[src/rtl/mtr_drv_ph_if.sv]
// Control-side bundle of the N-phase bridge driver: duty/select/fault requests in,
// gate drives and status out.
interface mtr_drv_ph_if #(
    parameter int unsigned PWM_W  = 11,
    parameter int unsigned NUM_PH = 3
);
    logic [PWM_W-1:0]    duty;
    logic [2*NUM_PH-1:0] sel;
    logic                fault;
    logic                clr_fault;
    logic                PWM_synch;
    logic [NUM_PH-1:0]   high;
    logic [NUM_PH-1:0]   low;
    logic                fault_latched;
    logic [PWM_W-1:0]    duty_cur;

    modport master (
        output duty, sel, fault, clr_fault,
        input  PWM_synch, high, low, fault_latched, duty_cur
    );

    modport slave (
        input  duty, sel, fault, clr_fault,
        output PWM_synch, high, low, fault_latched, duty_cur
    );
endinterface

[src/rtl/mtr_drv_ph.sv]
// N-phase half-bridge driver: free-running PWM, slew-limited duty, per-phase commutation
// select with dead-time insertion, and a latched over-current shutdown.
module mtr_drv_ph #(
    parameter int unsigned PWM_W     = 11,
    parameter int unsigned NUM_PH    = 3,
    parameter int unsigned DEADTIME  = 32,
    parameter int unsigned SLEW_STEP = 16
) (
    input logic         clk,
    input logic         rst_n,
    mtr_drv_ph_if.slave bus
);
    localparam int unsigned EXT_W = PWM_W + 1;
    localparam int unsigned DT_W  = $clog2(DEADTIME + 1);
    localparam logic [PWM_W-1:0] CNT_MAX = '1;

    typedef enum logic {S_RUN = 1'b0, S_FAULT = 1'b1} state_t;

    state_t                       r_state;
    state_t                       w_state_nxt;
    logic [PWM_W-1:0]             r_cnt;
    logic                         r_synch;
    logic [PWM_W-1:0]             r_duty_cur;
    logic [NUM_PH-1:0]            r_high;
    logic [NUM_PH-1:0]            r_low;
    logic                         r_fault_latched;
    logic [NUM_PH-1:0][1:0]       r_des;
    logic [NUM_PH-1:0][DT_W-1:0]  r_dt;

    logic                         w_hold;
    logic                         w_wrap;
    logic                         w_pwm;
    logic [EXT_W-1:0]             w_cur_x;
    logic [EXT_W-1:0]             w_tgt_x;
    logic [EXT_W-1:0]             w_step_x;
    logic [EXT_W-1:0]             w_diff_x;
    logic [EXT_W-1:0]             w_slew_x;
    logic [PWM_W-1:0]             w_slew;
    logic [PWM_W-1:0]             w_duty_nxt;
    logic [NUM_PH-1:0][1:0]       w_des;
    logic [NUM_PH-1:0][DT_W-1:0]  w_dt_nxt;
    logic [NUM_PH-1:0]            w_high_nxt;
    logic [NUM_PH-1:0]            w_low_nxt;

    assign w_wrap = (r_cnt == CNT_MAX);
    assign w_pwm  = (r_cnt < r_duty_cur);

    // Fault FSM state register
    always_ff @(posedge clk or negedge rst_n) begin
        if (!rst_n) r_state <= S_RUN;
        else        r_state <= w_state_nxt;
    end

    // Fault FSM next state; fault wins over a simultaneous clear
    always_comb begin
        w_state_nxt = r_state;
        w_hold      = 1'b0;
        case (r_state)
            S_RUN: begin
                if (bus.fault) begin
                    w_state_nxt = S_FAULT;
                    w_hold      = 1'b1;
                end
            end
            S_FAULT: begin
                w_hold = 1'b1;
                if (bus.clr_fault && !bus.fault) w_state_nxt = S_RUN;
            end
            default: w_state_nxt = S_RUN;
        endcase
    end

    // Slew limiter, computed one bit wider so steps never wrap
    always_comb begin
        w_cur_x  = {1'b0, r_duty_cur};
        w_tgt_x  = {1'b0, bus.duty};
        w_step_x = EXT_W'(SLEW_STEP);
        w_diff_x = '0;
        w_slew_x = w_tgt_x;
        if (SLEW_STEP != 0) begin
            if (w_tgt_x > w_cur_x) begin
                w_diff_x = w_tgt_x - w_cur_x;
                if (w_diff_x > w_step_x) w_slew_x = w_cur_x + w_step_x;
            end else begin
                w_diff_x = w_cur_x - w_tgt_x;
                if (w_diff_x > w_step_x) w_slew_x = w_cur_x - w_step_x;
            end
        end
        w_slew = (w_slew_x > {1'b0, CNT_MAX}) ? CNT_MAX : w_slew_x[PWM_W-1:0];
    end

    assign w_duty_nxt = w_hold ? '0 : (w_wrap ? w_slew : r_duty_cur);

    // Desired (high, low) pair per phase from the commutation select
    always_comb begin
        w_des = '0;
        for (int p = 0; p < NUM_PH; p++) begin
            case (bus.sel[2*p +: 2])
                2'b01:   w_des[p] = {~w_pwm, w_pwm};
                2'b10:   w_des[p] = {w_pwm, ~w_pwm};
                2'b11:   w_des[p] = {1'b0, w_pwm};
                default: w_des[p] = 2'b00;
            endcase
        end
    end

    // Dead-time windows: any change of the desired pair, or a fault, forces both gates off
    always_comb begin
        w_dt_nxt   = r_dt;
        w_high_nxt = '0;
        w_low_nxt  = '0;
        for (int p = 0; p < NUM_PH; p++) begin
            if (w_hold) begin
                w_dt_nxt[p] = DT_W'(DEADTIME);
            end else if (w_des[p] != r_des[p]) begin
                w_dt_nxt[p] = DT_W'(DEADTIME - 1);
            end else if (r_dt[p] != '0) begin
                w_dt_nxt[p] = r_dt[p] - DT_W'(1);
            end else begin
                w_high_nxt[p] = w_des[p][1];
                w_low_nxt[p]  = w_des[p][0];
            end
        end
    end

    // Datapath and output registers
    always_ff @(posedge clk or negedge rst_n) begin
        if (!rst_n) begin
            r_cnt           <= '0;
            r_synch         <= 1'b1;
            r_duty_cur      <= '0;
            r_high          <= '0;
            r_low           <= '0;
            r_fault_latched <= 1'b0;
            r_des           <= '0;
            r_dt            <= {NUM_PH{DT_W'(DEADTIME)}};
        end else begin
            r_cnt           <= r_cnt + PWM_W'(1);
            r_synch         <= w_wrap;
            r_duty_cur      <= w_duty_nxt;
            r_high          <= w_high_nxt;
            r_low           <= w_low_nxt;
            r_fault_latched <= (w_state_nxt == S_FAULT);
            r_des           <= w_des;
            r_dt            <= w_dt_nxt;
        end
    end

    assign bus.PWM_synch     = r_synch;
    assign bus.high          = r_high;
    assign bus.low           = r_low;
    assign bus.fault_latched = r_fault_latched;
    assign bus.duty_cur      = r_duty_cur;
endmodule

[src/flat_wrapper.sv]
// flat-port wrapper written by rule: the top's interface ports become plain ports
module mtr_drv_ph_flat 
#(
    parameter int unsigned PWM_W     = 11,
    parameter int unsigned NUM_PH    = 3,
    parameter int unsigned DEADTIME  = 32,
    parameter int unsigned SLEW_STEP = 16
)
  (clk, rst_n, bus_duty, bus_sel, bus_fault, bus_clr_fault, bus_PWM_synch, bus_high, bus_low, bus_fault_latched, bus_duty_cur);
  mtr_drv_ph_if #(.PWM_W(PWM_W), .NUM_PH(NUM_PH)) bus_i ();
  input logic clk;
  input logic rst_n;
  input wire logic [$bits(bus_i.duty)-1:0] bus_duty;
  input wire logic [$bits(bus_i.sel)-1:0] bus_sel;
  input wire logic [$bits(bus_i.fault)-1:0] bus_fault;
  input wire logic [$bits(bus_i.clr_fault)-1:0] bus_clr_fault;
  output wire logic [$bits(bus_i.PWM_synch)-1:0] bus_PWM_synch;
  output wire logic [$bits(bus_i.high)-1:0] bus_high;
  output wire logic [$bits(bus_i.low)-1:0] bus_low;
  output wire logic [$bits(bus_i.fault_latched)-1:0] bus_fault_latched;
  output wire logic [$bits(bus_i.duty_cur)-1:0] bus_duty_cur;
  assign bus_i.duty = bus_duty;
  assign bus_i.sel = bus_sel;
  assign bus_i.fault = bus_fault;
  assign bus_i.clr_fault = bus_clr_fault;
  assign bus_PWM_synch = bus_i.PWM_synch;
  assign bus_high = bus_i.high;
  assign bus_low = bus_i.low;
  assign bus_fault_latched = bus_i.fault_latched;
  assign bus_duty_cur = bus_i.duty_cur;
  mtr_drv_ph #(.PWM_W(PWM_W), .NUM_PH(NUM_PH), .DEADTIME(DEADTIME), .SLEW_STEP(SLEW_STEP)) u_core (.clk(clk), .rst_n(rst_n), .bus(bus_i));
endmodule
[config.mk]
export PLATFORM = sky130hd
export DESIGN_NAME = mtr_drv_ph_flat
export DESIGN_NICKNAME = d
export VERILOG_FILES = /design/src/rtl/mtr_drv_ph_if.sv /design/src/rtl/mtr_drv_ph.sv /design/src/flat_wrapper.sv
export SDC_FILE = /design/constraint.sdc
export NUM_CORES = 1
export LEC_CHECK = 0
export ABC_AREA = 1
export BUFFER_PORTS_ARGS = -buffer_cell sky130_fd_sc_hd__buf_2
export CAP_MARGIN = 30
export CORE_UTILIZATION = 46
export DETAILED_ROUTE_END_ITERATION = 12
export HOLD_SLACK_MARGIN = 0.02
export SETUP_SLACK_MARGIN = 0.4
export SYNTH_ARGS = -nofsm -noshare
export SYNTH_HDL_FRONTEND = slang
export SYNTH_SLANG_ARGS = --single-unit
export TNS_END_PERCENT = 1
[constraint.sdc]
create_clock -name clk -period 3.09 [get_ports clk]
set_input_delay 0.309 -clock clk [delete_from_list [all_inputs] [get_ports clk]]
set_output_delay 0.309 -clock clk [all_outputs]
set_load 0.05 [all_outputs]
==> results of run 1 <==
-- per-stage QoR --
| stage | setup slack (ns) | std cells | utilization [%] |
|---|---|---|---|
| floorplan | 0.445 | 707 | - |
| global placement | 0.239 | 881 | 51.7 |
| detailed placement | 0.184 | 882 | 51.9 |
| CTS | 0.370 | 891 | 53.5 |
| global route | 0.314 | 905 | 55.1 |
| finish | 0.524 | 905 | 55.1 |
-- final cells by class --
class,instances,area [um2],share of cell area (%)
multi-input cells,541,2940,54.3
flip-flops and latches,54,1360,25.2
repair buffers,71,454,8.40
inverters,98,370,6.85
well taps,133,166,3.08
clock buffers,5,68.8,1.27
clock inverters,3,47.5,0.879
-- repair_timing --
action	CTS	global route
setup endpoints to repair	33	30
resized for setup	10	25
setup buffers	0	13
pin swaps	1	3
hold buffers	1	0
hold endpoints to repair	19	0
cloned	0	1
-- flip-flops by register name, indices dropped and copies added (netlist names) --
name / flops
u_core.r_state: 1
u_core.bus.low: 3
u_core.r_dt: 18
u_core.r_des: 6
u_core.bus.high: 3
u_core.bus.PWM_synch: 1
u_core.bus.duty_cur: 11
u_core.r_cnt: 11
-- routing by layer --
| metal | track usage, % | routed length, um |
|---|---|---|
| met5 | 0 | 0 |
| met2 | 44.2 | 6110 |
| met1 | 28.6 | 5160 |
| met3 | 3.05 | 412 |
| met4 | 8.88 | 278 |
-- worst max-delay path, delay by kind of cell (launching register included) --
family                     cells  cell delay [ns]
and+or+nand+nor               13             1.37
DFF                            1             0.44
adders and majority gates      1             0.40
buffers and inverters          2             0.25
-- report_power, final --
part	total, mW	switching (mW)	internal, mW
combinational	0.351	0.225	0.126
clock	0.491	0.245	0.246
sequential	0.751	0.0176	0.733
total	1.59	0.487	1.10
-- how the worst max path moves through the flow --
stage	startpoint	end	slack, ns
detailed placement	u_core.bus.duty_cur[7]	u_core.bus.duty_cur[9]	0.18
floorplan	u_core.bus.duty_cur[8]	u_core.r_dt[10]	0.44
global route	u_core.bus.duty_cur[3]	u_core.bus.duty_cur[9]	0.31
CTS	u_core.bus.duty_cur[6]	u_core.bus.duty_cur[9]	0.37
finish	u_core.bus.duty_cur[6]	u_core.bus.duty_cur[3]	0.52
global placement	u_core.bus.duty_cur[7]	u_core.bus.duty_cur[9]	0.24
-- placed cells by master, fill, tap and decap left out, types with 11 or more instances in the layout --
cell type and count:
nand2_1 238, nand3_1 89, inv_1 84, nor2_1 44, dfrtp_1 44, buf_2 39, ha_1 30, buf_4 29
nand4_1 23, xor2_1 21, a21oi_1 20, inv_2 13, nor3_1 12, nand2_2 11
-- cell families (layout without fill, tap and decap cells) --
kind of cell    Yosys count  count (layout)
compound gates           33              33
xor+xnor                 25              25
flops                    54              54
buf+inv                 113             177
fa+ha+maj                39              39
simple gates            443             444
==> results.cfg, run 1 <==
[status]
status = completed

[worst_setup_path]
r2r_slack_ns = 0.52
path_max_fanout = 9
crit_path_start_kind = flop
critPathKind = reg -> reg
r2r_cells = 16
r2r_start = u_core.bus.duty_cur[6]
cp_common_cell = nand2_1
critical_path.slowest_cell = dfrtp_2
end_kind = flop
max_stage_delay_ns = 0.44
cp.arrival_ns = 2.79
r2r-end = u_core.bus.duty_cur[3]
critPathRequiredTime_ns = 3.31
crit_path_cell_trace = inv_2 > ha_2 > nand2_2 > nor2_2 > nand3_1 > nand4_1 > nand2_1 > nor2_2 > nand3_4 > buf_4 > nand2_1 > nand3_1 > nand2_1 > nand2_1 > nand2_1 > nand2_1

[final_layout]
syn_to_final_growth_pct = 15.6
drive_above_1_share_pct = 18.1
fill_cells = 1029
diodes = 0
finalInstanceArea_mm2 = 0.00541
fin_nets = 831

[clock_network]
cts_max_level = 2
clock_sinks = 54
cts_tree = built
clock-root-buffer = clkbuf_8
clk_latency_ns = 0.32
clkTransAtPathRegs_ns = 0.11
cts_inserted_buffers = 5
clockBufferDepth = 2

[power]
total_power_mw = 1.59
ir_worst_vdd_mv = 0.219
power_leakage_nw = 3.04
power_density_mw_per_mm2 = 294

[sta]
finClkSkew_ns = 0.0203
period_needed_ns = 2.57
fin_setup_tns_ns = 0
worstMarginPinSlew_ns = 0.732
whs_ns = 0.161
setup_viol = 0
hold_viol = 0
slew-limit-headroom_pct = 51.0
fmax_ghz = 0.390
finalMaxSlewViolations = 0
rsz0062_at_grt = yes
finalCritPeriodShare_pct = 83.0

[yosys]
yosys.area_share.simple_pct = 41.9
yosysSeqAreaShare_pct = 29.0
synthTopCellsByArea = dfrtp_1 (27%), nand2_1 (19%), ha_1 (10%)
synth_area_mm2 = 0.00468
synth_fp_nets = 767
synth_compound_area_share_pct = 3.96
synth_area_per_cell_um2 = 6.62
synth_top_family_by_area = simple AND/OR/NAND/NOR gates
synthDistinctLibCells = 34
synth_edf_count = 0
syn_inst = 707
synthAdderAreaFrac_pct = 10.6
yosys.cell_count.top_type = nand2_1
synth_flop_cell = dfrtp_1
synthMuxAreaShare_pct = 0
synth-warning-count = 0
synth_common_cells = nand2_1 (243), inv_1 (91), nand3_1 (90)
synth-xor-area-share_pct = 4.68
synth_top_area_cell = dfrtp_1
yosys.area.top_type_share_pct = 26.7
async_flop_share_pct = 100
ys_seq_elements = 54

[die]
dieArea_mm2 = 0.0106
start_util_pct = 47.6
fp.dieW_um = 103
core_area_mm2 = 0.00982
io_pins = 40
die_h_um = 103
num_rows = 36

[drt]
routedWlPerCell_um = 13.2
vias = 4619
drc = 0
via_per_inst = 5.10
wl_um = 12000
initialDrtViolationCount = 138
drt_first_pass_iters = 5
ant_nets = 0

[global_route]
grt_pass1_vias = 4320
grt-ovfl-total = 0
grt_pass1_wl_um = 19700
antenna_found_initial = 0
grt_max_degree = 28
grt_usage_pct = 24.1

[job]
drv_cap = 0

[place]
io_buffers = 39
placed_area_mm2 = 0.00509
gp_congestion = 0.893
dp_hpwl_um = 9620

[min_path]
min_path_cells = 2
holdCritStartpoint = bus_clr_fault
hold_path_class = in -> reg
worstHoldEndpoint = u_core.r_state
Note: power is estimated with default switching activity, not from simulation.
==> inputs of run 2 (changes only) <==
- PLACE_DENSITY: unset -> 0.67
- clock period: 3.09 -> 2.34 ns (I/O delays scaled with it)
==> run 2 against run 1 <==
The run now ends with negative setup slack left. First-iteration DRC count increased by 85%. Cell count grew 3.6%. Core utilization rose by 7.1 points. Sequential share of layout area shrank 2.8 points. Register-to-register slack got worse by 0.58 ns. Global-route usage grew 2.3 points. Critical path depth is the same. Wire length up 11%. Setup slack got worse by 0.58 ns. Hold slack lost 0.086 ns. Largest cell class unchanged. Highest routed layer unchanged.
==> results.cfg, run 2 (synthesis gave the netlist of run 1 again) <==
[drt]
wl_um = 13300
via_per_inst = 5.25
routedWlPerCell_um = 14.2
ant_nets = 0
vias = 4922
drt_first_pass_iters = 6
initialDrtViolationCount = 255
drc = 0

[die]
start_util_pct = 47.6
fp.dieW_um = 103
num_rows = 36
io_pins = 40
die_h_um = 103
core_area_mm2 = 0.00982
dieArea_mm2 = 0.0106

[worst_setup_path]
crit_path_start_kind = flop
critPathKind = reg -> reg
cp.arrival_ns = 2.61
crit_start = u_core.bus.duty_cur[0]
critPathRequiredTime_ns = 2.55
r2r_slack_ns = -0.05
path_max_fanout = 7
end_kind = flop
r2r_start = u_core.bus.duty_cur[0]

[power]
ir_worst_vdd_mv = 0.325
power_density_mw_per_mm2 = 344
power_leakage_nw = 3.31

[global_route]
grt_max_degree = 31
grt_pass1_wl_um = 21800
grt_usage_pct = 26.3
antenna_found_initial = 0
top_usage_layer = met2
gr-usage-met2_pct = 50.3
grt-ovfl-total = 0
use_met1_pct = 32.2
grt_use_met3_pct = 2.37
grt_pass1_vias = 4746

[clock_network]
clockBufferDepth = 2
cts_max_level = 2
clkTransAtPathRegs_ns = 0.11
clock_sinks = 54
clk_latency_ns = 0.31
cts_tree = built
cts_inserted_buffers = 5
clock-root-buffer = clkbuf_8

[place]
gp_congestion = 0.891
io_buffers = 39
post-place-cells = 925
placed_area_mm2 = 0.00560
dp_hpwl_um = 10300

[final_layout]
syn_to_final_growth_pct = 30.6
fin_nets = 864
drive_above_1_share_pct = 30.6
layout_commonest_cell = nand2_1
largest_register = u_core.r_dt
final_cell_mix = nand2_1 (205), inv_1 (79), nand3_1 (77), buf_4 (56), nor2_1 (43)
largest_reg_flops = 18
finalInstanceArea_mm2 = 0.00611
diodes = 0
layout.cells.non_filler = 938

[sta]
setup_viol = 19
whs_ns = 0.0744
period_needed_ns = 2.39
finClkSkew_ns = 0.0197
hold_viol = 0
worstMarginPinSlew_ns = 0.615
fmax_ghz = 0.418
finalCritPeriodShare_pct = 102
fin_setup_tns_ns = -0.440
slew-limit-headroom_pct = 59.0
rsz0062_at_grt = yes
setup_ws_ns = -0.0532
finalMaxSlewViolations = 0

[min_path]
holdCritStartpoint = bus_clr_fault
hold_path_class = in -> reg

[job]
drv_cap = 0

[status]
status = complete, but fails checks
violations = negative setup slack
-- run 2: cell count changes in the layout (fill, tap and decap cells not counted), sizes merged --
| cell | before | now |
|---|---|---|
| buf | 70 | 103 |
| bufinv | 1 | 0 |
| inv | 99 | 100 |
-- run 2: path summary, 6_finish.rpt --
kind                                                to  depth (start not counted)
worst max-delay path            u_core.bus.duty_cur[6]                         16
worst min-delay path                    u_core.r_state                          2
worst max register to register  u_core.bus.duty_cur[6]                         16
worst min register to register         u_core.r_cnt[0]                          1
max in group asynchronous              u_core.r_dt[11]                          3
min in group asynchronous       u_core.bus.duty_cur[8]                          2
-- run 2: what timing repair did --
item / in CTS / in global routing
cloned: 1 / 0
hold buffers: 1 / 0
setup endpoints to repair: 37 / 41
pin swaps: 56 / 12
resized for setup: 70 / 34
buffers inserted: 1 / 2
hold endpoints to repair: 23 / 0
-- run 2: area by class of cell --
class	count	area (um2)
Tap cell	133	166
Timing Repair Buffer	104	728
Clock buffer	5	68.8
Inverter	98	390
Fill cell	952	3710
Multi-Input combinational cell	541	3360
Sequential cell	54	1370
Clock inverter	3	22.5
-- run 2: routing by layer --
| layer | vias to the layer above | part of all wire, % |
|---|---|---|
| li1 | 2453 | - |
| met4 | 0 | 1.4 |
| met2 | 124 | 53 |
| met3 | 19 | 4.0 |
| met1 | 2326 | 42 |
| met5 | - | 0 |
-- run 2: power by group --
part	leakage (nW)	internal (mW)	switching (mW)
logic	2.57	0.213	0.334
registers	0.686	0.968	0.0255
clock network	0.0489	0.218	0.341
-- run 2: critical path: stages, from the launching register on --
cell	delay, ns
dfrtp_2	0.44
ha_4	0.17
fa_2	0.53
nand3_2	0.06
nor2_2	0.11
nand3_1	0.08
nand2_1	0.08
nand2_1	0.06
nor2_2	0.12
nand3_2	0.14
buf_6	0.17
nand2_2	0.07
nand3_2	0.05
nand2_1	0.06
nand2_1	0.05
nand2_1	0.06
nand2_1	0.05
-- run 2: through the flow --
stage	power [mW]	setup WS, ns	utilization [%]
6_report	2.10	-0.0532	62.2
5_1_grt	2.21	-0.222	62.2
2_1_floorplan	1.34	0.00160	-
4_1_cts	2.09	-0.0932	61.1
3_5_place_dp	1.51	-0.123	57.0
3_3_place_gp	1.50	-0.126	57.0
